<file path="src/rtl/combo_sweep_ctrl_pkg.sv">
// -----------------------------------------------------------------------------
// combo_sweep_ctrl_pkg
//   Shared definitions for the combinational-datapath sweep controller.
//   - state_e      : sweep FSM states
//   - VEC_W        : width of the applied input vector {a,b,c,d,e}
//   - NUM_VEC      : number of vectors in a full sweep (2**VEC_W)
//   - LAST_VEC     : index of the final vector of a sweep
//   - CNT_W        : width of the settle counter (SETTLE_CYCLES 0..15)
//   - COMBO_GOLDEN : truth table of z = (a&b) | ((c^d)&~e), bit k = z(vector k)
// -----------------------------------------------------------------------------
package combo_sweep_ctrl_pkg;

  localparam int VEC_W   = 5;
  localparam int NUM_VEC = 32;
  localparam int CNT_W   = 4;

  localparam logic [VEC_W-1:0]   LAST_VEC     = VEC_W'(NUM_VEC - 1);
  localparam logic [NUM_VEC-1:0] COMBO_GOLDEN = 32'hFF141414;

  typedef enum logic [1:0] {
    ST_IDLE   = 2'd0,
    ST_HOLD   = 2'd1,
    ST_SAMPLE = 2'd2,
    ST_DONE   = 2'd3
  } state_e;

endpackage

</file>
<file path="src/rtl/combo_sweep_ctrl_settle_timer.sv">
// -----------------------------------------------------------------------------
// settle_timer
//   Loadable down-counter that times how long a vector is held before its
//   result is sampled. The count saturates at zero; expired_o is high while
//   the count is zero.
//
// Ports
//   clk        : rising-edge clock
//   rst_n      : synchronous active-low reset (count cleared)
//   load_i     : load load_val_i into the counter this edge
//   load_val_i : value loaded (number of further cycles before expiry)
//   expired_o  : counter is at zero
// -----------------------------------------------------------------------------
module settle_timer
  import combo_sweep_ctrl_pkg::*;
#(
  parameter int WIDTH = CNT_W
) (
  input  logic             clk,
  input  logic             rst_n,
  input  logic             load_i,
  input  logic [WIDTH-1:0] load_val_i,
  output logic             expired_o
);

  logic [WIDTH-1:0] cnt_q, cnt_d;

  always_comb begin
    cnt_d = cnt_q;
    if (load_i) begin
      cnt_d = load_val_i;
    end else if (cnt_q != '0) begin
      cnt_d = cnt_q - WIDTH'(1);
    end
  end

  always_ff @(posedge clk) begin
    if (!rst_n) begin
      cnt_q <= '0;
    end else begin
      cnt_q <= cnt_d;
    end
  end

  assign expired_o = (cnt_q == '0);

endmodule

</file>
<file path="src/rtl/combo_sweep_ctrl.sv">
// -----------------------------------------------------------------------------
// combo_sweep_ctrl
//   Exhaustively sweeps all 32 input vectors of an external 5-input
//   combinational datapath, captures its output z for each vector into a truth
//   table and compares the result with a golden table latched at start.
//
// Parameters
//   SETTLE_CYCLES : extra cycles each vector is held before sampling (0..15)
//
// Ports
//   clk         : rising-edge clock
//   rst_n       : synchronous active-low reset
//   start       : begin a sweep (honoured only in IDLE, and not with abort)
//   abort       : terminate a sweep in progress
//   expected    : golden truth table, bit k = expected z for vector k
//   vec_out     : vector driven to the datapath, {a,b,c,d,e}, a = MSB
//   z_in        : datapath output for the current vec_out
//   busy        : sweep in progress
//   done        : one-cycle pulse on normal completion
//   pass        : captured table equals latched expected (sticky until start)
//   truth_table : captured z values, bit k = z for vector k
//   fail_valid  : at least one mismatch captured
//   first_fail  : lowest mismatching vector index (valid with fail_valid)
// -----------------------------------------------------------------------------
module combo_sweep_ctrl
  import combo_sweep_ctrl_pkg::*;
#(
  parameter int SETTLE_CYCLES = 1
) (
  input  logic               clk,
  input  logic               rst_n,
  input  logic               start,
  input  logic               abort,
  input  logic [NUM_VEC-1:0] expected,
  output logic [VEC_W-1:0]   vec_out,
  input  logic               z_in,
  output logic               busy,
  output logic               done,
  output logic               pass,
  output logic [NUM_VEC-1:0] truth_table,
  output logic               fail_valid,
  output logic [VEC_W-1:0]   first_fail
);

  // The HOLD phase covers SETTLE_CYCLES cycles and is followed by one SAMPLE
  // cycle, so every vector is on vec_out for SETTLE_CYCLES+1 cycles. The timer
  // is loaded on HOLD entry with one less than the hold length because the
  // entry cycle itself is the first HOLD cycle.
  localparam logic [CNT_W-1:0] LOAD_VAL =
    (SETTLE_CYCLES == 0) ? '0 : CNT_W'(SETTLE_CYCLES - 1);

  // State in which a new vector begins: with no settle time it is sampled
  // straight away.
  localparam state_e VEC_ENTRY = (SETTLE_CYCLES == 0) ? ST_SAMPLE : ST_HOLD;

  state_e               state_q, state_d;
  logic [VEC_W-1:0]     vec_q, vec_d;
  logic [NUM_VEC-1:0]   tt_q, tt_d;
  logic [NUM_VEC-1:0]   exp_q, exp_d;
  logic                 pass_q, pass_d;
  logic                 fail_valid_q, fail_valid_d;
  logic [VEC_W-1:0]     first_fail_q, first_fail_d;

  logic                 start_fire;
  logic                 sample_fire;
  logic                 last_vec;
  logic                 timer_load;
  logic                 timer_expired;

  assign last_vec    = (vec_q == LAST_VEC);
  assign start_fire  = (state_q == ST_IDLE) && start && !abort;
  // abort suppresses the capture, including that of the final vector
  assign sample_fire = (state_q == ST_SAMPLE) && !abort;
  assign timer_load  = (state_d == ST_HOLD) && (state_q != ST_HOLD);

  settle_timer #(
    .WIDTH (CNT_W)
  ) u_settle_timer (
    .clk        (clk),
    .rst_n      (rst_n),
    .load_i     (timer_load),
    .load_val_i (LOAD_VAL),
    .expired_o  (timer_expired)
  );

  // ---------------------------------------------------------------------------
  // FSM: state register
  // ---------------------------------------------------------------------------
  always_ff @(posedge clk) begin
    if (!rst_n) begin
      state_q <= ST_IDLE;
    end else begin
      state_q <= state_d;
    end
  end

  // ---------------------------------------------------------------------------
  // FSM: next-state logic
  // ---------------------------------------------------------------------------
  always_comb begin
    state_d = state_q;
    unique case (state_q)
      ST_IDLE: begin
        if (start && !abort) begin
          state_d = VEC_ENTRY;
        end
      end
      ST_HOLD: begin
        if (abort) begin
          state_d = ST_IDLE;
        end else if (timer_expired) begin
          state_d = ST_SAMPLE;
        end
      end
      ST_SAMPLE: begin
        if (abort) begin
          state_d = ST_IDLE;
        end else if (last_vec) begin
          state_d = ST_DONE;
        end else begin
          state_d = VEC_ENTRY;
        end
      end
      ST_DONE: begin
        state_d = ST_IDLE;
      end
      default: begin
        state_d = ST_IDLE;
      end
    endcase
  end

  // ---------------------------------------------------------------------------
  // FSM: outputs
  // ---------------------------------------------------------------------------
  always_comb begin
    busy = 1'b0;
    done = 1'b0;
    unique case (state_q)
      ST_HOLD, ST_SAMPLE: busy = 1'b1;
      ST_DONE:            done = 1'b1;
      default: begin
        busy = 1'b0;
        done = 1'b0;
      end
    endcase
  end

  // ---------------------------------------------------------------------------
  // Sweep datapath: vector counter, capture, compare
  // ---------------------------------------------------------------------------
  always_comb begin
    vec_d        = vec_q;
    tt_d         = tt_q;
    exp_d        = exp_q;
    pass_d       = pass_q;
    fail_valid_d = fail_valid_q;
    first_fail_d = first_fail_q;

    if (start_fire) begin
      vec_d        = '0;
      tt_d         = '0;
      exp_d        = expected;
      pass_d       = 1'b0;
      fail_valid_d = 1'b0;
      first_fail_d = '0;
    end else if (sample_fire) begin
      tt_d[vec_q] = z_in;
      // only the first mismatch of a sweep is recorded
      if ((z_in != exp_q[vec_q]) && !fail_valid_q) begin
        fail_valid_d = 1'b1;
        first_fail_d = vec_q;
      end
      if (last_vec) begin
        // vec_out stays at the last vector; the verdict includes this sample
        pass_d = (tt_d == exp_q);
      end else begin
        vec_d = vec_q + VEC_W'(1);
      end
    end
  end

  always_ff @(posedge clk) begin
    if (!rst_n) begin
      vec_q        <= '0;
      tt_q         <= '0;
      exp_q        <= '0;
      pass_q       <= 1'b0;
      fail_valid_q <= 1'b0;
      first_fail_q <= '0;
    end else begin
      vec_q        <= vec_d;
      tt_q         <= tt_d;
      exp_q        <= exp_d;
      pass_q       <= pass_d;
      fail_valid_q <= fail_valid_d;
      first_fail_q <= first_fail_d;
    end
  end

  assign vec_out     = vec_q;
  assign truth_table = tt_q;
  assign pass        = pass_q;
  assign fail_valid  = fail_valid_q;
  assign first_fail  = first_fail_q;

endmodule

</file>
<file path="config.mk">
export PLATFORM = sky130hd
export DESIGN_NAME = combo_sweep_ctrl
export DESIGN_NICKNAME = d
export VERILOG_FILES = /design/src/rtl/combo_sweep_ctrl_pkg.sv /design/src/rtl/combo_sweep_ctrl_settle_timer.sv /design/src/rtl/combo_sweep_ctrl.sv
export SDC_FILE = /design/constraint.sdc
export NUM_CORES = 1
export LEC_CHECK = 0
export ABC_AREA = 1
export CAP_MARGIN = 0
export CORE_ASPECT_RATIO = 0.7
export CORE_UTILIZATION = 49
export CTS_CLUSTER_SIZE = 25
export DETAILED_ROUTE_END_ITERATION = 7
export GPL_ROUTABILITY_DRIVEN = 1
export PLACE_DENSITY_LB_ADDON = 0.25
export SETUP_SLACK_MARGIN = 0.3
export SLEW_MARGIN = 0
export SYNTH_ARGS = -nofsm -noshare
export SYNTH_HDL_FRONTEND = slang
export SYNTH_SLANG_ARGS = --single-unit
</file>
<file path="constraint.sdc">
create_clock -name clk -period 2 [get_ports clk]
set_clock_uncertainty 0.1 [all_clocks]
set_input_delay 0.2 -clock clk [delete_from_list [all_inputs] [get_ports clk]]
set_output_delay 0.2 -clock clk [all_outputs]
set_load 0.05 [all_outputs]
</file>
==> flow_summary_export.csv <==
group,metric,value,unit
timing,hold_viol,0,
logic_synthesis,synth.yosys.seq_area_share,0.3191,
worst_setup_path,reg2reg_to,"first_fail[4]",
logic_synthesis,yosysTopAreaCell,"sky130_fd_sc_hd__dfxtp_1",
logic_synthesis,ys_types,27,
worst_hold_path,worst_hold_path.endpoint,"exp_q[20]",
pwr,ir_worst_vdd,0.8814,mV
final_layout,drive_above_1_share,0.1930,
die,initial_core_utilization,0.5171,
timing,transition_time_at_the_pin_with_the_least_slew_margin,0.5147,ns
clock_tree,cts_num_sinks,82,
route,drc,0,
timing,setup_repair_after_global_routing_missed_its_margin,"yes",
timing,achievable-frequency,0.4904,GHz
placed_design,placed_cells_incl_taps,1079,
final_layout,synthToLayoutAreaGrowth,41.52,%
global_routing,wire_length_of_the_first_global_routing_pass,28710,um
final_layout,antenna-diode-count,0,
logic_synthesis,synth_largest_type_area_fraction,0.3191,
clock_tree,cts.path.max_buffers,2,
placed_design,hpwl,13650,um
worst_setup_path,critPathKind,"flip-flop to flip-flop",
placed_design,place.gp.congestion,0.9647,
worst_setup_path,critPathRequiredTime,2.14,ns
worst_hold_path,worst_hold_stages,3,
worst_setup_path,reg2reg_setup_slack,-0.04,ns
global_routing,via_count_of_the_first_global_routing_pass,5655,
clock_tree,tritoncts,"built",
final_layout,layout.cells.non_filler,1123,
logic_synthesis,synth_warnings,0,
worst_hold_path,holdCritPathClass,"primary input to flip-flop",
logic_synthesis,syn_avg_cell_area,6.059,um^2
clock_tree,root_buffer,"sky130_fd_sc_hd__clkbuf_16",
die,fp.dieW,124.5,um
outcome,violations_in_the_final_reports,"negative setup slack",
worst_setup_path,worst_setup_path_start_kind,"flip-flop",
pwr,power.density_cell_area,788.2,mW/mm^2
clock_tree,worst_skew_pair.late_latency,0.34,ns
timing,clock_period_minus_worst_slack,2.039,ns
logic_synthesis,synthesis.instances,849,
worst_setup_path,data_arrival_time_of_the_critical_path,2.17,ns
logic_synthesis,ys_seq_elements,82,
timing,postLayoutSetupSlackWorst,-0.03905,ns
worst_setup_path,crit-reg2reg-launch,"vec_out[0]",
outcome,status,"complete, but fails checks",
final_layout,layout_commonest_cell,"sky130_fd_sc_hd__nand2_1",
final_layout,nNetsFinal,1039,
worst_hold_path,hold_path.startpoint,"expected[20]",
clock_tree,tritoncts.num_buffers,9,
route,drt_first_iter_violations,755,
global_routing,gr-total-overflow,0,
final_layout,utilization,0.7318,
route,vias_per_cell,5.672,
route,routed_wirelength,19480,um
timing,finalCritPeriodShare,1.020,
die,io_pins,83,
worst_setup_path,critPathCaptureType,"flip-flop",
route,drt_pre_antenna_iters,6,
route,antenna_left,0,
global_routing,grt_usage,0.3393,
die,die-height,87.72,um
clock_tree,clk_pin_slew,0.07,ns
pwr,total_power,5738,uW
worst_setup_path,worst-r2r-cell-count,12,
timing,maxSlewHeadroom,0.6583,
placed_design,placement.io_buffers,82,
timing,final-setup-viol-count,3,
die,placementRows,30,
route,drt-wirelength-per-cell,17.35,um
timing,setup_total_negative_slack,-0.08231,ns
global_routing,grt_start_max_net_pins,35,
clock_tree,htree_levels,3,
timing,report.final.slew_viol_count,0,
final_layout,fillers,832,
run,maxCapViolCount,0,
pwr,leakage,0.003650,uW
logic_synthesis,synth.cell_area,0.005144,mm^2
clock_tree,hold_buffers,0,
logic_synthesis,netlist_top_cells_area,"sky130_fd_sc_hd__dfxtp_1 (32%), sky130_fd_sc_hd__nand2_1 (16%), sky130_fd_sc_hd__nand3_1 (9.0%)",
worst_setup_path,crit_path_max_fanout,14,
logic_synthesis,syn-num-nets,898,
final_layout,most-common-layout-cells,"sky130_fd_sc_hd__nand2_1 (214), sky130_fd_sc_hd__inv_1 (102), sky130_fd_sc_hd__nand3_1 (89)",
die,design.core.area,0.009947,mm^2
global_routing,grt_antenna_before_repair,0,
die,dieArea,0.01092,mm^2
route,vias,6370,
final_layout,regArea,0.001665,mm^2
final_layout,multiInputGateArea,0.003167,mm^2
[logic make-up (layout without fill, tap and decap cells)]
| kind of cell | after synthesis | in the layout | share of synthesized area |
|---|---|---|---|
| adders and majority gates | 12 | 12 | 0.02919 |
| AOI/OAI and AO/OA | 165 | 165 | 0.1657 |
| xor gates and xnor gates | 1 | 1 | 0.001703 |
| and+or+nand+nor | 428 | 429 | 0.3612 |
| buffers and inverters | 161 | 306 | 0.1231 |
| DFF | 82 | 82 | 0.3191 |
[through the flow]
step	instance area, um^2	hold slack [ns]	setup slack (ns)
after floorplan	5195	0.2384	0.1679
after global placement	6461	0.3467	-0.1143
after detailed placement	6461	0.3691	-0.1579
after CTS	6944	0.3725	0.02433
after global routing	7279	0.3967	-0.1783
final	7279	0.3764	-0.03905
[per-layer routing]
| metal | global-route usage | share of wire |
|---|---|---|
| met1 | 0.4756 | 0.45 |
| met2 | 0.5234 | 0.43 |
| met3 | 0.05070 | 0.10 |
| met4 | 0.1435 | 0.025 |
| met5 | 0 | 0 |
[critical path, stage by stage (launching register included)]
cell	delay, ns
sky130_fd_sc_hd__dfxtp_4	0.38
sky130_fd_sc_hd__buf_4	0.17
sky130_fd_sc_hd__clkbuf_16	0.17
sky130_fd_sc_hd__o211ai_1	0.16
sky130_fd_sc_hd__nand2_1	0.07
sky130_fd_sc_hd__nand2_1	0.06
sky130_fd_sc_hd__nand2_1	0.09
sky130_fd_sc_hd__nor2_4	0.17
sky130_fd_sc_hd__nand2_2	0.09
sky130_fd_sc_hd__nand2_4	0.11
sky130_fd_sc_hd__nand3_4	0.12
sky130_fd_sc_hd__nor2_1	0.16
sky130_fd_sc_hd__nor2_1	0.08
[flip-flops by register name, summed over array words and instances, names as in the netlist]
name	cells
exp_q	32
vec_out	5
first_fail	5
truth_table	32
pass	1
state_q	2
fail_valid	1
u_settle_timer.cnt_q	4
[power breakdown]
part | leakage (uW) | switching [uW] | total (uW) | internal (uW)
combinational | 0.00285 | 1400 | 2200 | 803
clock | 0.000122 | 709 | 1550 | 839
sequential | 0.000674 | 168 | 1990 | 1820
[worst max-delay path by stage]
stage	end	depth (start not counted)	startpoint	slack (ns)
floorplan	pass	14	vec_out[1]	0.17
global route	first_fail[4]	13	vec_out[0]	-0.18
global placement	pass	13	vec_out[0]	-0.11
detailed placement	pass	12	z_in	-0.16
CTS	pass	14	vec_out[0]	0.02
finish	first_fail[4]	12	vec_out[0]	-0.04
[final cells by class]
cell class / count / area share
multi-input combinational: 607 / 0.4350
tap: 128 / 0.02200
inverter: 116 / 0.06188
clock inverter: 5 / 0.004469
timing repair buffer: 174 / 0.2159
clock buffer: 11 / 0.03197
sequential: 82 / 0.2288
[synthesized netlist by cell type]
cell and count:
sky130_fd_sc_hd__a21oi_1 73, sky130_fd_sc_hd__nor2_1 72, sky130_fd_sc_hd__o211ai_1 10, sky130_fd_sc_hd__buf_6 1, sky130_fd_sc_hd__inv_1 110, sky130_fd_sc_hd__buf_4 3
sky130_fd_sc_hd__nand2_1 226, sky130_fd_sc_hd__xor2_1 1, sky130_fd_sc_hd__nand4_1 14, sky130_fd_sc_hd__dfxtp_1 82, sky130_fd_sc_hd__o21ai_0 79, sky130_fd_sc_hd__nor2_2 3
sky130_fd_sc_hd__o21ai_1 2, sky130_fd_sc_hd__nand2_2 3, sky130_fd_sc_hd__nor2_4 4, sky130_fd_sc_hd__inv_2 5, sky130_fd_sc_hd__nand3_2 1, sky130_fd_sc_hd__nand3_1 92
sky130_fd_sc_hd__or2_2 2, sky130_fd_sc_hd__clkinv_1 1, sky130_fd_sc_hd__nand3b_1 10, sky130_fd_sc_hd__clkbuf_1 28, sky130_fd_sc_hd__o22ai_1 1, sky130_fd_sc_hd__nand2_4 1
sky130_fd_sc_hd__ha_1 12, sky130_fd_sc_hd__buf_2 8, sky130_fd_sc_hd__buf_1 5
[timing repair]
action,in CTS,in global routing
endpoints found under the setup margin,92,49
resized for setup,80,66
pin swaps,16,19
buffers inserted,13,12
gates cloned,1,2
No activity file was read; power rests on OpenSTA's default activity.
==> variant: new RTL, config.mk and constraints unchanged <==
The package constant `CNT_W` goes from 4 to 3.
--- a/src/rtl/combo_sweep_ctrl_pkg.sv
+++ b/src/rtl/combo_sweep_ctrl_pkg.sv
@@ -13,5 +13,5 @@
   localparam int VEC_W   = 5;
   localparam int NUM_VEC = 32;
-  localparam int CNT_W   = 4;
+  localparam int CNT_W   = 3;
 
   localparam logic [VEC_W-1:0]   LAST_VEC     = VEC_W'(NUM_VEC - 1);
Function: same outputs for any inputs over 10 cycles, from zero or initial values and one cycle with rst_n low; that may be too few to reach the edited logic, so the function may still have changed.
==> variant against the unedited design <==
  * Maximum frequency grew 2.2%
  * Sequential cell count fell by 1
  * Design area shrank 0.17%
  * Power fell by 5.8%
  * Largest cell class unchanged
  * Routed wire length shrank 0.42%
  * Sequential share of layout area fell by 0.20 points
  * Area after synthesis up 4.2%
  * Worst setup slack better by 0.044 ns
==> variant: results (changes against the unedited design) <==
| Metric | Value |
|---|---|
| Outcome | `complete, no violations` |
| Mux cell area share after synthesis | `0 (unchanged)` |
| Share of layout cells above drive strength 1 | `0.187 (-0.00553)` |
| Initial antenna violation count | `0 (unchanged)` |
| Synth top area cells | `dfxtp_1 30%, nand2_1 14%, nand3_1 11%` |
| Leak | `3.43 nW (-6.1%)` |
| Place WS | `-0.0596 ns (+0.0982 ns)` |
| Sw frac | `0.374 (-0.0228)` |
| Sequential-to-total area share from yosys stat | `0.303 (-0.0166)` |
| Adder-cell share of the synthesized area | `0.0303 (+0.00116)` |
| Synth cell count leaders | `193 x nand2_1, 114 x inv_1, 113 x nand3_1` |
| First-pass GRT wire length | `28,300 um (-1.6%)` |
| Vias per Instance | `5.79 (+2.0%)` |
| Yosys cell types | `41 (+52%)` |
| Crit path max fanout | `7 (-7)` |
| PwrDens | `744 nW/um^2 (-5.6%)` |
| GRT Total Usage | `0.330 (-0.00946)` |
| Initial DRC Count | `594 (-21%)` |
| Slew margin rel. | `0.659 (+0.000765)` |
| Largest net degree at the start of global routing | `52 (+49%)` |
| Routability cong. | `0.934 (-3.2%)` |
| Fillers | `929 (+12%)` |
| XOR/XNOR share of the synthesized area | `0.00163 (-0.0000688)` |
| Top FF cell, synth | `dfxtp_1` |
| Area after DPL | `6540 um^2 (+1.2%)` |
| Synth Area in Compound Gates | `0.145 (-0.0205)` |
| Syn Nets | `874 (-2.7%)` |
| Max incr delay on CP | `0.46 ns (+0.08 ns)` |
| Worst hold start | `expected[24]` |
| HPWL after DPL | `12,800 um (-6.1%)` |
| VDD IR max | `0.000510 V (-42%)` |
variant: cell count changes after synthesis, sizes merged, moves of 9 or more:
| cell | before | now |
|---|---|---|
| nand2 | 230 | 197 |
| a21oi | 73 | 45 |
| nand3 | 93 | 119 |
| o21ai | 81 | 56 |
| o211ai | 10 | 33 |
| buf | 17 | 30 |
| clkbuf | 28 | 18 |
| nand4 | 14 | 23 |
variant: cell families (layout without fill, tap and decap cells):
group           Yosys count  in the layout
fa+ha+maj                13             13
compound gates          137            137
flops                    81             81
xor+xnor                  1              1
simple gates            421            422
buf+inv                 171            285
variant: worst min-delay path, cell delays in order:
cell,delay [ns]
clkdlybuf4s50_1,0.39
nor2_1,0.10
nor2_1,0.05
variant: power groups by stage:
| stage | combinational (mW) | sequential (mW) | clock, mW |
|---|---|---|---|
| finish | 1.84 | 1.91 | 1.66 |
| global route | 1.97 | 1.92 | 1.73 |
| CTS | 1.63 | 1.89 | 1.67 |
| detailed placement | 1.58 | 1.92 | 0 |
| global placement | 1.56 | 1.92 | 0 |
| floorplan | 0.872 | 2.10 | 0 |
variant: final cells by class:
class,count,area share
sequential,81,0.227
inverter,123,0.0702
timing repair buffer,146,0.196
multi-input combinational,573,0.445
tap,132,0.0227
clock buffer,10,0.0315
clock inverter,6,0.00809
variant: worst paths after layout:
kind | depth (start not counted) | slack [ns] | to
max reg2reg | 14 | 0.005 | pass$_SDFFE_PP0P_
max | 14 | 0.005 | pass$_SDFFE_PP0P_
min | 3 | 0.35 | exp_q[24]$_SDFFE_PN0P_
min reg2reg | 2 | 0.37 | u_settle_timer.cnt_q[1]$_SDFFE_PP0N_
variant: what timing repair did:
item,in CTS,in global routing
pin swaps,3,6
endpoints found under the setup margin,117,72
cloned,1,4
setup buffers,5,9
resized for setup,67,61
variant: metal layers:
layer | part of all wire | global-route usage | vias to the layer above
li1 | - | - | 2921
met1 | 0.44 | 0.463 | 2866
met2 | 0.43 | 0.511 | 366
met3 | 0.11 | 0.0634 | 43
met4 | 0.023 | 0.106 | 0
met5 | 0 | 0 | -
variant: stage by stage:
| step | total power, mW | hold slack (ns) | instances |
|---|---|---|---|
| final | 5.41 | 0.347 | 1071 |
| after global routing | 5.62 | 0.335 | 1071 |
| after CTS | 5.20 | 0.338 | 1058 |
| after detailed placement | 3.50 | 0.362 | 1036 |
| after global placement | 3.48 | 0.348 | 1036 |
| after floorplan | 2.97 | 0.235 | 824 |
